--- src/rtl/vga_timing_pkg.sv ---
// ---------------------------------------------------------------------------
// vga_timing_pkg
// Shared 640x480@60 timing constants for the sync generator, the renderer and
// the divider top level, plus a small helper that maps a logical "sync active"
// flag onto the physical pin level for a given polarity.
// No ports (package).
// ---------------------------------------------------------------------------
package vga_timing_pkg;

    localparam int VGA_H_ACTIVE = 640;
    localparam int VGA_H_FP     = 16;
    localparam int VGA_H_SYNC   = 96;
    localparam int VGA_H_BP     = 48;
    localparam int VGA_H_TOTAL  = VGA_H_ACTIVE + VGA_H_FP + VGA_H_SYNC + VGA_H_BP;

    localparam int VGA_V_ACTIVE = 480;
    localparam int VGA_V_FP     = 10;
    localparam int VGA_V_SYNC   = 2;
    localparam int VGA_V_BP     = 33;
    localparam int VGA_V_TOTAL  = VGA_V_ACTIVE + VGA_V_FP + VGA_V_SYNC + VGA_V_BP;

    // 640x480 uses negative (active-low) sync pulses.
    localparam logic VGA_SYNC_POL = 1'b0;

    localparam int VGA_CW = 10;

    // Pin level for a sync output: pol when active, ~pol otherwise.
    function automatic logic sync_level(input logic active, input logic pol);
        return active ? pol : ~pol;
    endfunction

endpackage

--- src/rtl/vga_axis_counter.sv ---
// ---------------------------------------------------------------------------
// vga_axis_counter
// One axis (horizontal or vertical) of the raster: an enable-driven counter
// that wraps from TOTAL-1 to 0, plus decodes of the active and sync windows.
//
// Ports
//   clk          in   system clock
//   reset        in   synchronous, active-high; count returns to 0
//   en_i         in   advance the count by one this clk
//   count_o      out  current position on this axis
//   wrap_o       out  count is at TOTAL-1 (next enabled step returns to 0)
//   in_active_o  out  count < ACTIVE
//   in_sync_o    out  SYNC_START <= count < SYNC_END
// ---------------------------------------------------------------------------
module vga_axis_counter #(
    parameter int CW         = 10,
    parameter int TOTAL      = 800,
    parameter int ACTIVE     = 640,
    parameter int SYNC_START = 656,
    parameter int SYNC_END   = 752
) (
    input  logic          clk,
    input  logic          reset,
    input  logic          en_i,
    output logic [CW-1:0] count_o,
    output logic          wrap_o,
    output logic          in_active_o,
    output logic          in_sync_o
);

    generate
        if ((2 ** CW) < TOTAL) begin : g_cw_too_small
            $error("vga_axis_counter: CW=%0d cannot hold TOTAL=%0d", CW, TOTAL);
        end
    endgenerate

    localparam logic [CW-1:0] LAST = CW'(TOTAL - 1);
    // One extra bit so window bounds equal to 2**CW still compare correctly.
    localparam logic [CW:0]   ACT_L   = (CW + 1)'(ACTIVE);
    localparam logic [CW:0]   SYNC_LO = (CW + 1)'(SYNC_START);
    localparam logic [CW:0]   SYNC_HI = (CW + 1)'(SYNC_END);

    logic [CW-1:0] count_q;
    logic [CW-1:0] count_d;
    logic [CW:0]   count_x;

    assign wrap_o  = (count_q == LAST);
    assign count_x = {1'b0, count_q};

    always_comb begin
        count_d = count_q;
        if (en_i) begin
            count_d = wrap_o ? '0 : count_q + 1'b1;
        end
    end

    always_ff @(posedge clk) begin
        if (reset) begin
            count_q <= '0;
        end else begin
            count_q <= count_d;
        end
    end

    assign count_o     = count_q;
    assign in_active_o = (count_x < ACT_L);
    assign in_sync_o   = (count_x >= SYNC_LO) && (count_x < SYNC_HI);

endmodule

--- src/rtl/vga_sync_gen.sv ---
// ---------------------------------------------------------------------------
// vga_sync_gen
// 640x480@60 VGA timing generator. The 25 MHz pixel clock arrives as a level
// sampled in the 100 MHz clk domain; each rising edge of it is one pixel tick.
// The first tick after reset only arms the generator (position stays at 0,0
// but the strobes fire), later ticks advance x/y across the raster.
//
// Ports
//   clk          in   100 MHz system clock
//   reset        in   synchronous, active-high
//   pix_clk      in   divided pixel clock level
//   hsync        out  horizontal sync, pin level per SYNC_POL
//   vsync        out  vertical sync, pin level per SYNC_POL
//   video_on     out  inside the visible 640x480 area
//   x, y         out  current pixel column / row
//   pix_stb      out  1-clk pulse: x/y/video_on just moved to a new pixel
//   line_start   out  pix_stb with new x == 0
//   frame_start  out  pix_stb with new (x,y) == (0,0)
//
// Build option VGA_SYNC_REG_EN: all outputs pass through one extra register
// stage (uniform 1-clk lag, mutual alignment unchanged). Without it the syncs
// and video_on are decoded combinationally from the counter/run registers.
// ---------------------------------------------------------------------------
module vga_sync_gen
    import vga_timing_pkg::*;
#(
    parameter int   H_ACTIVE = VGA_H_ACTIVE,
    parameter int   H_FP     = VGA_H_FP,
    parameter int   H_SYNC   = VGA_H_SYNC,
    parameter int   H_BP     = VGA_H_BP,
    parameter int   V_ACTIVE = VGA_V_ACTIVE,
    parameter int   V_FP     = VGA_V_FP,
    parameter int   V_SYNC   = VGA_V_SYNC,
    parameter int   V_BP     = VGA_V_BP,
    parameter logic SYNC_POL = VGA_SYNC_POL,
    parameter int   CW       = VGA_CW
) (
    input  logic          clk,
    input  logic          reset,
    input  logic          pix_clk,
    output logic          hsync,
    output logic          vsync,
    output logic          video_on,
    output logic [CW-1:0] x,
    output logic [CW-1:0] y,
    output logic          pix_stb,
    output logic          line_start,
    output logic          frame_start
);

    localparam int H_TOTAL = H_ACTIVE + H_FP + H_SYNC + H_BP;
    localparam int V_TOTAL = V_ACTIVE + V_FP + V_SYNC + V_BP;

    logic          pix_clk_q;
    logic          tick;
    logic          run_q, run_d;
    logic          pix_stb_q, pix_stb_d;
    logic          line_start_q, line_start_d;
    logic          frame_start_q, frame_start_d;

    logic          h_en, v_en;
    logic          h_wrap, v_wrap;
    logic          h_act, v_act;
    logic          h_sync, v_sync;
    logic [CW-1:0] h_cnt, v_cnt;

    logic          hsync_c, vsync_c, video_on_c;

    assign tick = pix_clk & ~pix_clk_q;
    assign h_en = tick & run_q;
    assign v_en = h_en & h_wrap;

    vga_axis_counter #(
        .CW        (CW),
        .TOTAL     (H_TOTAL),
        .ACTIVE    (H_ACTIVE),
        .SYNC_START(H_ACTIVE + H_FP),
        .SYNC_END  (H_ACTIVE + H_FP + H_SYNC)
    ) u_h_cnt (
        .clk        (clk),
        .reset      (reset),
        .en_i       (h_en),
        .count_o    (h_cnt),
        .wrap_o     (h_wrap),
        .in_active_o(h_act),
        .in_sync_o  (h_sync)
    );

    vga_axis_counter #(
        .CW        (CW),
        .TOTAL     (V_TOTAL),
        .ACTIVE    (V_ACTIVE),
        .SYNC_START(V_ACTIVE + V_FP),
        .SYNC_END  (V_ACTIVE + V_FP + V_SYNC)
    ) u_v_cnt (
        .clk        (clk),
        .reset      (reset),
        .en_i       (v_en),
        .count_o    (v_cnt),
        .wrap_o     (v_wrap),
        .in_active_o(v_act),
        .in_sync_o  (v_sync)
    );

    // The arming tick leaves the counters at (0,0), so it always counts as
    // both a line start and a frame start.
    always_comb begin
        run_d         = run_q | tick;
        pix_stb_d     = tick;
        line_start_d  = tick & (~run_q | h_wrap);
        frame_start_d = tick & (~run_q | (h_wrap & v_wrap));
    end

    always_ff @(posedge clk) begin
        if (reset) begin
            pix_clk_q     <= 1'b0;
            run_q         <= 1'b0;
            pix_stb_q     <= 1'b0;
            line_start_q  <= 1'b0;
            frame_start_q <= 1'b0;
        end else begin
            pix_clk_q     <= pix_clk;
            run_q         <= run_d;
            pix_stb_q     <= pix_stb_d;
            line_start_q  <= line_start_d;
            frame_start_q <= frame_start_d;
        end
    end

    assign video_on_c = run_q & h_act & v_act;
    assign hsync_c    = sync_level(run_q & h_sync, SYNC_POL);
    assign vsync_c    = sync_level(run_q & v_sync, SYNC_POL);

`ifdef VGA_SYNC_REG_EN
    logic          hsync_q, vsync_q, video_on_q;
    logic [CW-1:0] x_q, y_q;
    logic          pix_stb_o_q, line_start_o_q, frame_start_o_q;

    always_ff @(posedge clk) begin
        if (reset) begin
            hsync_q         <= ~SYNC_POL;
            vsync_q         <= ~SYNC_POL;
            video_on_q      <= 1'b0;
            x_q             <= '0;
            y_q             <= '0;
            pix_stb_o_q     <= 1'b0;
            line_start_o_q  <= 1'b0;
            frame_start_o_q <= 1'b0;
        end else begin
            hsync_q         <= hsync_c;
            vsync_q         <= vsync_c;
            video_on_q      <= video_on_c;
            x_q             <= h_cnt;
            y_q             <= v_cnt;
            pix_stb_o_q     <= pix_stb_q;
            line_start_o_q  <= line_start_q;
            frame_start_o_q <= frame_start_q;
        end
    end

    assign hsync       = hsync_q;
    assign vsync       = vsync_q;
    assign video_on    = video_on_q;
    assign x           = x_q;
    assign y           = y_q;
    assign pix_stb     = pix_stb_o_q;
    assign line_start  = line_start_o_q;
    assign frame_start = frame_start_o_q;
`else
    assign hsync       = hsync_c;
    assign vsync       = vsync_c;
    assign video_on    = video_on_c;
    assign x           = h_cnt;
    assign y           = v_cnt;
    assign pix_stb     = pix_stb_q;
    assign line_start  = line_start_q;
    assign frame_start = frame_start_q;
`endif

endmodule
--- config.mk ---
export PLATFORM = sky130hd
export DESIGN_NAME = vga_sync_gen
export DESIGN_NICKNAME = d
export VERILOG_FILES = /design/src/rtl/vga_timing_pkg.sv /design/src/rtl/vga_axis_counter.sv /design/src/rtl/vga_sync_gen.sv
export SDC_FILE = /design/constraint.sdc
export NUM_CORES = 1
export LEC_CHECK = 0
export ABC_CLOCK_PERIOD_IN_PS = 2750
export CAP_MARGIN = 20
export CORE_ASPECT_RATIO = 0.6
export CORE_MARGIN = 4
export CORE_UTILIZATION = 35
export DETAILED_ROUTE_END_ITERATION = 6
export GPL_ROUTABILITY_DRIVEN = 0
export REMOVE_ABC_BUFFERS = 1
export SLEW_MARGIN = 0
export SYNTH_ARGS = -nofsm -noshare
export SYNTH_HDL_FRONTEND = slang
export SYNTH_HIERARCHICAL = 1
export SYNTH_SLANG_ARGS = --single-unit
--- constraint.sdc ---
create_clock -name clk -period 2.75 [get_ports clk]
set_input_delay 0.55 -clock clk [delete_from_list [all_inputs] [get_ports clk]]
set_output_delay 0.55 -clock clk [all_outputs]
set_load 0.03 [all_outputs]
==> flow_summary.ini, run 1 <==
[finish]
layout-drive-gt1-share = 0.1047
area_delta_synth_final_pct = 32.48
layout.nets = 180
fin_cells = 217
n_antenna_cell = 0
fill_cells = 330

[global_routing]
grt_pass1_wl_um = 4650
met1_usage = 0.1852
antenna_found_initial = 0
grt.met3_usage = 0.03976
top_usage_layer = met2
grt_max_degree = 14
track_usage = 0.1324
gr-total-overflow = 0
grt_util_met2 = 0.2003
grt_pass1_vias = 974

[timing]
setup_viol = 0
fin_ws_ps = 245.2
setup_tns_ps = 0
max-slew-margin-rel = 0.7141
finClkSkew_ps = 5.027
period_share = 0.9108
hold_ws_ps = 527.4
tightestPinTransition_ps = 422.8
hold_violations = 0
post-route-min-period_ps = 2505
max_freq_mhz = 399.2
drv_slew = 0
rsz0062_at_grt = no

[detailed_routing]
wl_um = 2864
drt-pass1-iter-count = 4
drtIter0Drc = 75
vias = 1105
drc = 0
viasPerCell = 5.092
wl_per_cell_um = 13.20
ant_nets = 0

[synth]
yosysSeqAreaShare = 0.4098
yosysWarnings = 6
postSynthCellCount = 139
synth.avg_cell_area_um2 = 8.785
ys_seq_elements = 25
synthDistinctLibCells = 35
syn-cell-area_mm2 = 0.001221

[worst_setup_path]
worstPathBufferInverterCount = 1
crit_family = buffers and inverters
arrival_ps = 1950
startpoint_type = register
cp_slowest_cell = clkdlybuf4s50_1
worstPathRequired_ps = 2200
crit_path_end = hsync
ff2ff_setup_slack_ps = 260
r2r-start = u_h_cnt/count_o[5]$_SDFFE_PP0P_
max_stage_delay_ps = 600
end_kind = output pin
ff2ff_path_depth = 9
reg2reg_to = u_v_cnt/count_o[8]$_SDFFE_PP0P_
path_class = register to output pin
setup.worst_path.start = u_h_cnt/count_o[5]$_SDFFE_PP0P_
worstPathMaxFanout = 9
critical_path.cell_chain = nor3_1, or3_1, a31oi_1, nand2_1, clkdlybuf4s50_1
cp.depth = 5

[pwr]
peakVddDrop_v = 0.0002717
pwr-share-clk = 0.334
power_frac_seq = 0.593
p_sw_w = 0.0001359
p_int_w = 0.0004890
swShare = 0.2174
leakage_nw = 0.5581
power_density_mw_per_mm2 = 386.3
power_frac_comb = 0.073

[floorplan]
die_w_um = 84.26
std_cell_rows = 16
die_h_um = 53.76
fp.coreArea_mm2 = 0.003303
ios = 29
die_area_mm2 = 0.004529
start_util = 0.3697

[clock_tree]
cts.repair.resized = 0
cts_tree = done
clkSinkCount = 25
cts_buffers = 3
clockBufferDepth = 2
root_buffer = clkbuf_8
hold_buffers = 0
htree_levels = 1
clkLatencyLatePin_ps = 260
clk_pin_slew_worst_paths_ps = 80
cts_setup_buffers = 0

[outcome]
status = finished, final reports clean

[place]
dp_hpwl_um = 2230
placed_cells = 213
place_ws_ps = 233.6
io_buffers = 28

[worst_hold_path]
holdCritPathClass = register to register

[flow_run]
maxCapViolations = 0
## final cells by class
type	count	area, um^2	share of cell area
clock buffers	4	45.04	0.02784
inverters	7	26.28	0.01624
multi-input cells	103	671.9	0.4153
flip-flops and latches	25	500.5	0.3094
well taps	45	56.30	0.03480
repair buffers	33	317.8	0.1964
## logic make-up after synthesis
family | count (synthesis) | synth area share
and+or+nand+nor | 62 | 0.3043
DFF | 25 | 0.4098
adders and majority gates | 4 | 0.04099
buffers and inverters | 11 | 0.03996
AOI/OAI and AO/OA | 27 | 0.1312
muxes | 2 | 0.01639
xor gates and xnor gates | 8 | 0.05738
## power groups by stage
stage	sequential (W)	combinational (W)	clock (W)
4_1_cts	0.000370	0.0000462	0.000218
6_report	0.000370	0.0000458	0.000209
3_5_place_dp	0.000379	0.0000462	0
3_3_place_gp	0.000379	0.0000451	0
2_1_floorplan	0.000387	0.0000167	0
5_1_grt	0.000371	0.0000501	0.000236
## worst min path at each step
stage                                    start                              end  slack, ps  cells past startpoint
6_report       u_v_cnt/count_o[8]$_SDFFE_PP0P_  u_v_cnt/count_o[8]$_SDFFE_PP0P_        530                      2
3_3_place_gp   u_v_cnt/count_o[8]$_SDFFE_PP0P_  u_v_cnt/count_o[8]$_SDFFE_PP0P_        500                      2
2_1_floorplan                 run_q$_SDFF_PP0_           frame_start$_SDFF_PP0_        470                      1
4_1_cts        u_v_cnt/count_o[8]$_SDFFE_PP0P_  u_v_cnt/count_o[8]$_SDFFE_PP0P_        530                      2
5_1_grt        u_v_cnt/count_o[9]$_SDFFE_PP0P_  u_v_cnt/count_o[9]$_SDFFE_PP0P_        580                      2
3_5_place_dp   u_v_cnt/count_o[8]$_SDFFE_PP0P_  u_v_cnt/count_o[8]$_SDFFE_PP0P_        510                      2
## synth_stat cells, drive strengths merged
master  number  share of area
and3         3          0.016
xnor2        2          0.014
nor2        13          0.040
a21oi       13          0.056
xor2         6          0.043
and4         1         0.0082
nand3b       1         0.0061
o21ai        7          0.029
ha           4          0.041
o31ai        4          0.025
or2b         1         0.0061
a41o         2          0.016
nor3         2         0.0082
a31oi        1         0.0051
inv          7          0.022
or4          4          0.028
or3          7          0.039
dfxtp       25           0.41
nand2       12          0.037
nor4         1         0.0051
or3b         1         0.0072
nand4        8          0.058
mux2i        2          0.016
nor2b        2          0.010
nand3        4          0.020
nor4b        2          0.014
buf          4          0.018
## metrics by stage
step	utilization	cell area, um^2	total power (W)
floorplan	-	1199	0.0004033
global placement	0.4761	1573	0.0004240
detailed placement	0.4761	1573	0.0004253
CTS	0.4898	1618	0.0006346
global route	0.4898	1618	0.0006573
finish	0.4898	1618	0.0006249
## sequential cells by signal, indices dropped and copies added (netlist names)
register and flops:
pix_clk_q 1, frame_start 1, u_h_cnt/count_o 10, run_q 1, pix_stb 1, u_v_cnt/count_o 10
line_start 1
## tightest hold or removal path, stage by stage, from the launching register on
cell and delay (ps):
dfxtp_1 350, o31ai_1 80, a21oi_1 60
## placed cells by master, fill, tap and decap left out, types with 2 or more instances in the layout
| cell type | instances |
|---|---|
| a21oi_1 | 12 |
| a41o_1 | 2 |
| and3_1 | 2 |
| buf_4 | 5 |
| clkbuf_8 | 3 |
| clkdlybuf4s50_1 | 28 |
| dfxtp_1 | 25 |
| ha_1 | 4 |
| inv_1 | 7 |
| mux2i_1 | 2 |
| nand2_1 | 12 |
| nand3_1 | 3 |
| nand4_1 | 6 |
| nor2_1 | 13 |
| nor2b_1 | 2 |
| nor3_1 | 2 |
| nor4b_1 | 2 |
| o21ai_0 | 7 |
| o31ai_1 | 4 |
| or3_1 | 4 |
| or3_2 | 3 |
| or4_1 | 3 |
| xnor2_1 | 2 |
| xor2_1 | 6 |
## routing by layer
layer,share of wire,vias to the layer above
met5,0,-
met4,0.0094,0
met3,0.029,2
met2,0.42,10
met1,0.54,526
li1,-,567
(Power assumes the default switching activity.)
==> run 2, diff against run 1 <==
Settings changed: GPL_ROUTABILITY_DRIVEN 0 to 1, RECOVER_POWER set to 50.
==> run 2 against run 1 <==
Effect of this change: clock skew barely moved; critical path type unchanged; flip-flop and latch count did not move; first-iteration DRC count is 17% higher; combinational power shrank 5.0%; global-route usage stayed put; non-clock buffer count did not move; cell count unchanged; clock power hardly changed.
==> flow_summary.ini, run 2 (same netlist as run 1, synthesis figures left out) <==
[worst_setup_path]
crit_family = buffers and inverters
worstPathRequired_ps = 2200
critical_path.cell_chain = nor3_1, or3_1, a31oi_1, nand2_1, clkdlybuf4s50_1
worstPathMaxFanout = 9
arrival_ps = 1960
startpoint_type = register
path_class = register to output pin
cp_slowest_cell = clkdlybuf4s50_1
max_stage_delay_ps = 600
worstPathBufferInverterCount = 1
end_kind = output pin
ff2ff_setup_slack_ps = 270

[timing]
period_share = 0.9113
finClkSkew_ps = 5.169
setup_tns_ps = 0
max-slew-margin-rel = 0.7178
setup_viol = 0
post-route-min-period_ps = 2506
tightestPinTransition_ps = 417.4
hold_violations = 0
max_freq_mhz = 399.0
rsz0062_at_grt = no
fin_ws_ps = 244.0
drv_slew = 0

[clock_tree]
clkSinkCount = 25
hold_buffers = 0
clkLatencyLatePin_ps = 260
htree_levels = 1
clockBufferDepth = 2
cts.repair.resized = 0
clk_pin_slew_worst_paths_ps = 80
cts_buffers = 3
root_buffer = clkbuf_8
cts_setup_buffers = 0
cts_tree = done

[place]
gp_congestion = 0.7989
place_ws_ps = 233.6
dp_hpwl_um = 2230
io_buffers = 28

[global_routing]
gr-total-overflow = 0
antenna_found_initial = 0
grt_pass1_vias = 974
grt_pass1_wl_um = 4650
track_usage = 0.1324
grt_max_degree = 14

[finish]
area_delta_synth_final_pct = 32.17
final_cell_mix = 25 x dfxtp_1, 21 x dlygate4sd3_1, 13 x nor2_1
layout-drive-gt1-share = 0.09884
layout.nets = 180
n_antenna_cell = 0
final_common_cell = dfxtp_1

[worst_hold_path]
holdCritPathClass = register to register

[pwr]
leakage_nw = 0.6191
total_power_w = 0.0006222
peakVddDrop_v = 0.0002715
power_density_mw_per_mm2 = 385.5

[floorplan]
std_cell_rows = 16
die_w_um = 84.26
die_area_mm2 = 0.004529
die_h_um = 53.76
ios = 29
start_util = 0.3697
fp.coreArea_mm2 = 0.003303

[detailed_routing]
drtIter0Drc = 88
vias = 1110
drt-pass1-iter-count = 4
wl_um = 2858
viasPerCell = 5.115
wl_per_cell_um = 13.17
drc = 0
ant_nets = 0

[outcome]
status = finished, final reports clean

[flow_run]
maxCapViolations = 0
[run 2: cell types whose count changed in the layout (fill, tap and decap cells not counted)]
cell / delta
buf_4: -1
dlygate4sd3_1: +21
clkdlybuf4s50_1: -21
clkbuf_1: +1
[run 2: layer usage]
layer	vias up	share of wire	track usage	routed length (um)
li1	569	-	-	-
met1	521	0.54	0.1852	1531
met2	18	0.42	0.2003	1192
met3	2	0.037	0.03976	106
met4	0	0.0094	0.03209	27
met5	-	0	0	0
[run 2: final timing paths]
kind / startpoint / endpoint / depth (start not counted)
worst min-delay path: u_v_cnt/count_o[9]$_SDFFE_PP0P_ / u_v_cnt/count_o[9]$_SDFFE_PP0P_ / 2
worst max-delay path: u_h_cnt/count_o[5]$_SDFFE_PP0P_ / hsync / 5
worst min register to register: u_v_cnt/count_o[9]$_SDFFE_PP0P_ / u_v_cnt/count_o[9]$_SDFFE_PP0P_ / 2
worst max register to register: u_h_cnt/count_o[5]$_SDFFE_PP0P_ / u_v_cnt/count_o[8]$_SDFFE_PP0P_ / 9
[run 2: per-stage QoR]
| step | hold WS, ps | cell area [um^2] | instances | utilization |
|---|---|---|---|---|
| after floorplan | 466.1 | 1199 | 135 | - |
| after global placement | 502.0 | 1573 | 213 | 0.4761 |
| after detailed placement | 512.3 | 1573 | 213 | 0.4761 |
| after CTS | 526.9 | 1618 | 217 | 0.4898 |
| after global routing | 576.8 | 1614 | 217 | 0.4886 |
| final | 521.5 | 1614 | 217 | 0.4886 |
[run 2: worst register-to-register path, stage by stage (launching register included)]
cell and delay, ps:
dfxtp_1 400, nor4b_1 460, nand3_1 140, nor2_1 170, inv_1 80, nor3_1 170
buf_4 190, nand4_2 150, or4_1 510, a21oi_1 150
[run 2: power breakdown]
group	total, W	switching [W]	internal, W
Sequential	0.000370	0.00000333	0.000367
Clock	0.000208	0.000105	0.000103
Combinational	0.0000435	0.0000272	0.0000163
[run 2: area by class of cell]
| cell class | count | area, um^2 |
|---|---|---|
| Tap cell | 45 | 56.30 |
| Sequential cell | 25 | 500.5 |
| Timing Repair Buffer | 33 | 314.1 |
| Inverter | 7 | 26.28 |
| Fill cell | 330 | 1689 |
| Clock buffer | 4 | 45.04 |
| Multi-Input combinational cell | 103 | 671.9 |
==> run 3, diff against run 2 <==
Settings changed: ABC_CLOCK_PERIOD_IN_PS 2750 to 3200, CORE_UTILIZATION 35 to 52, PLACE_DENSITY set to 0.83.
Clock period 2.75 ns to 3.2 ns, I/O delays scaled along.
==> run 3 against run 2 <==
Effect of this change: first-iteration DRC count is 110% higher; clock skew is 1.3 ps lower; flip-flop and latch count stayed put; global-route usage is 7.9 points higher; worst hold slack better by 8.9 ps; utilization is 23 points higher; wire length is 8.4% higher; largest power group unchanged; critical endpoint unchanged; via count is 8.1% higher; total power is 13% lower; combinational power is 22% lower; clock power is 11% lower; critical path depth stayed put.
==> flow_summary.ini, run 3 (same netlist as run 1, synthesis figures left out) <==
[pwr]
power_frac_comb = 0.063
pwr-share-clk = 0.345
swShare = 0.2274
peakVddDrop_v = 0.0001969
leakage_nw = 0.6028
p_int_w = 0.0004174
p_sw_w = 0.0001228
power_frac_seq = 0.592
power_density_mw_per_mm2 = 343.5

[worst_setup_path]
crit_family = buffers and inverters
critical_path.cell_chain = nor3_1, or3_1, a31oi_1, nand2_1, clkdlybuf4s50_1
worstPathRequired_ps = 2560
worstPathMaxFanout = 7
arrival_ps = 2000
max_stage_delay_ps = 600
startpoint_type = register
path_class = register to output pin
end_kind = output pin
worstPathBufferInverterCount = 1
cp_slowest_cell = clkdlybuf4s50_1

[timing]
setup_tns_ps = 0
hold_violations = 0
finClkSkew_ps = 3.845
max-slew-margin-rel = 0.7029
period_share = 0.8263
drv_slew = 0
setup_viol = 0
rsz0062_at_grt = no
tightestPinTransition_ps = 439.4
post-route-min-period_ps = 2644
max_freq_mhz = 378.2

[finish]
layout-drive-gt1-share = 0.08284
final_core_util = 0.7162
final_common_cell = dfxtp_1
n_antenna_cell = 0
area_delta_synth_final_pct = 28.79
final_cell_mix = 25 x dfxtp_1, 21 x dlygate4sd3_1, 13 x nor2_1
layout.nets = 177
fill_cells = 169

[global_routing]
gr-total-overflow = 0
grt_pass1_vias = 1066
track_usage = 0.2113
grt_max_degree = 14
grt_pass1_wl_um = 5147
antenna_found_initial = 0

[place]
dp_hpwl_um = 2292
io_buffers = 28
gp_congestion = 0.8612

[clock_tree]
cts_buffers = 3
root_buffer = clkbuf_8
hold_buffers = 0
clkLatencyLatePin_ps = 270
htree_levels = 1
cts_setup_buffers = 0
cts.repair.resized = 0
clkSinkCount = 25
cts_tree = done
clk_pin_slew_worst_paths_ps = 80
clockBufferDepth = 2

[floorplan]
die_h_um = 45.54
std_cell_rows = 13
fp.coreArea_mm2 = 0.002196
ios = 29
die_area_mm2 = 0.003213
die_w_um = 70.56
start_util = 0.5561

[detailed_routing]
wl_um = 3098
vias = 1200
drtIter0Drc = 184
viasPerCell = 6.030
ant_nets = 0
wl_per_cell_um = 15.57
drc = 0
drt-pass1-iter-count = 4

[flow_run]
maxCapViolations = 0

[worst_hold_path]
holdCritPathClass = register to register

[outcome]
status = finished, final reports clean
==> run 3: changes by cell type in the layout (fill, tap and decap cells not counted), sizes merged <==
cell / change
buf: -3
==> run 3: layer usage <==
layer  global-route usage  wire (um)  vias to the layer above
li1                     -          -                      558
met1               0.2743       1308                      570
met2               0.3327       1466                       63
met3              0.06167        272                        9
met4              0.09363         51                        0
met5                    0          0                        -
==> run 3: worst paths after layout <==
path / startpoint / to / slack, ps / depth (start not counted)
hold reg to reg: run_q$_SDFF_PP0_ / frame_start$_SDFF_PP0_ / 530 / 1
hold / removal: run_q$_SDFF_PP0_ / frame_start$_SDFF_PP0_ / 530 / 1
setup reg to reg: u_h_cnt/count_o[5]$_SDFFE_PP0P_ / u_v_cnt/count_o[8]$_SDFFE_PP0P_ / 650 / 8
setup / recovery: u_h_cnt/count_o[4]$_SDFFE_PP0P_ / hsync / 560 / 5
==> run 3: layout make-up <==
cell class              count  area, um^2  area share
multi-input cells         103       671.9      0.4272
repair buffers             30       291.5      0.1854
flip-flops and latches     25       500.5      0.3182
inverters                   7       26.28     0.01671
clock buffers               4       45.04     0.02864
well taps                  30       37.54     0.02387
==> run 3: worst register-to-register path, cell delays in order (launching register included) <==
cell	delay, ps
dfxtp_1	390
nor4b_1	430
nand3_1	120
nor2_1	160
inv_1	80
nor3_1	380
nand4_2	240
or4_1	520
a21oi_1	160
==> run 3: power by group through the flow <==
stage | Combinational (W) | Sequential, W | Clock (W)
final | 0.0000341 | 0.000320 | 0.000186
after global routing | 0.0000361 | 0.000320 | 0.000208
after CTS | 0.0000362 | 0.000320 | 0.000190
after detailed placement | 0.0000355 | 0.000327 | 0
after global placement | 0.0000347 | 0.000327 | 0
after floorplan | 0.0000143 | 0.000332 | 0
==> run 3: metrics by stage <==
stage          worst slack [ps]  area [um^2]  total power, W  instances  hold slack (ps)
3_3_place_gp              558.0         1531       0.0003615        195            498.2
2_1_floorplan             473.8         1199       0.0003466        135            466.1
6_report                  555.7         1573       0.0005402        199            530.4
4_1_cts                   535.6         1577       0.0005462        199            522.5
5_1_grt                   392.8         1573       0.0005646        199            561.8
3_5_place_dp              504.4         1531       0.0003626        195            506.9
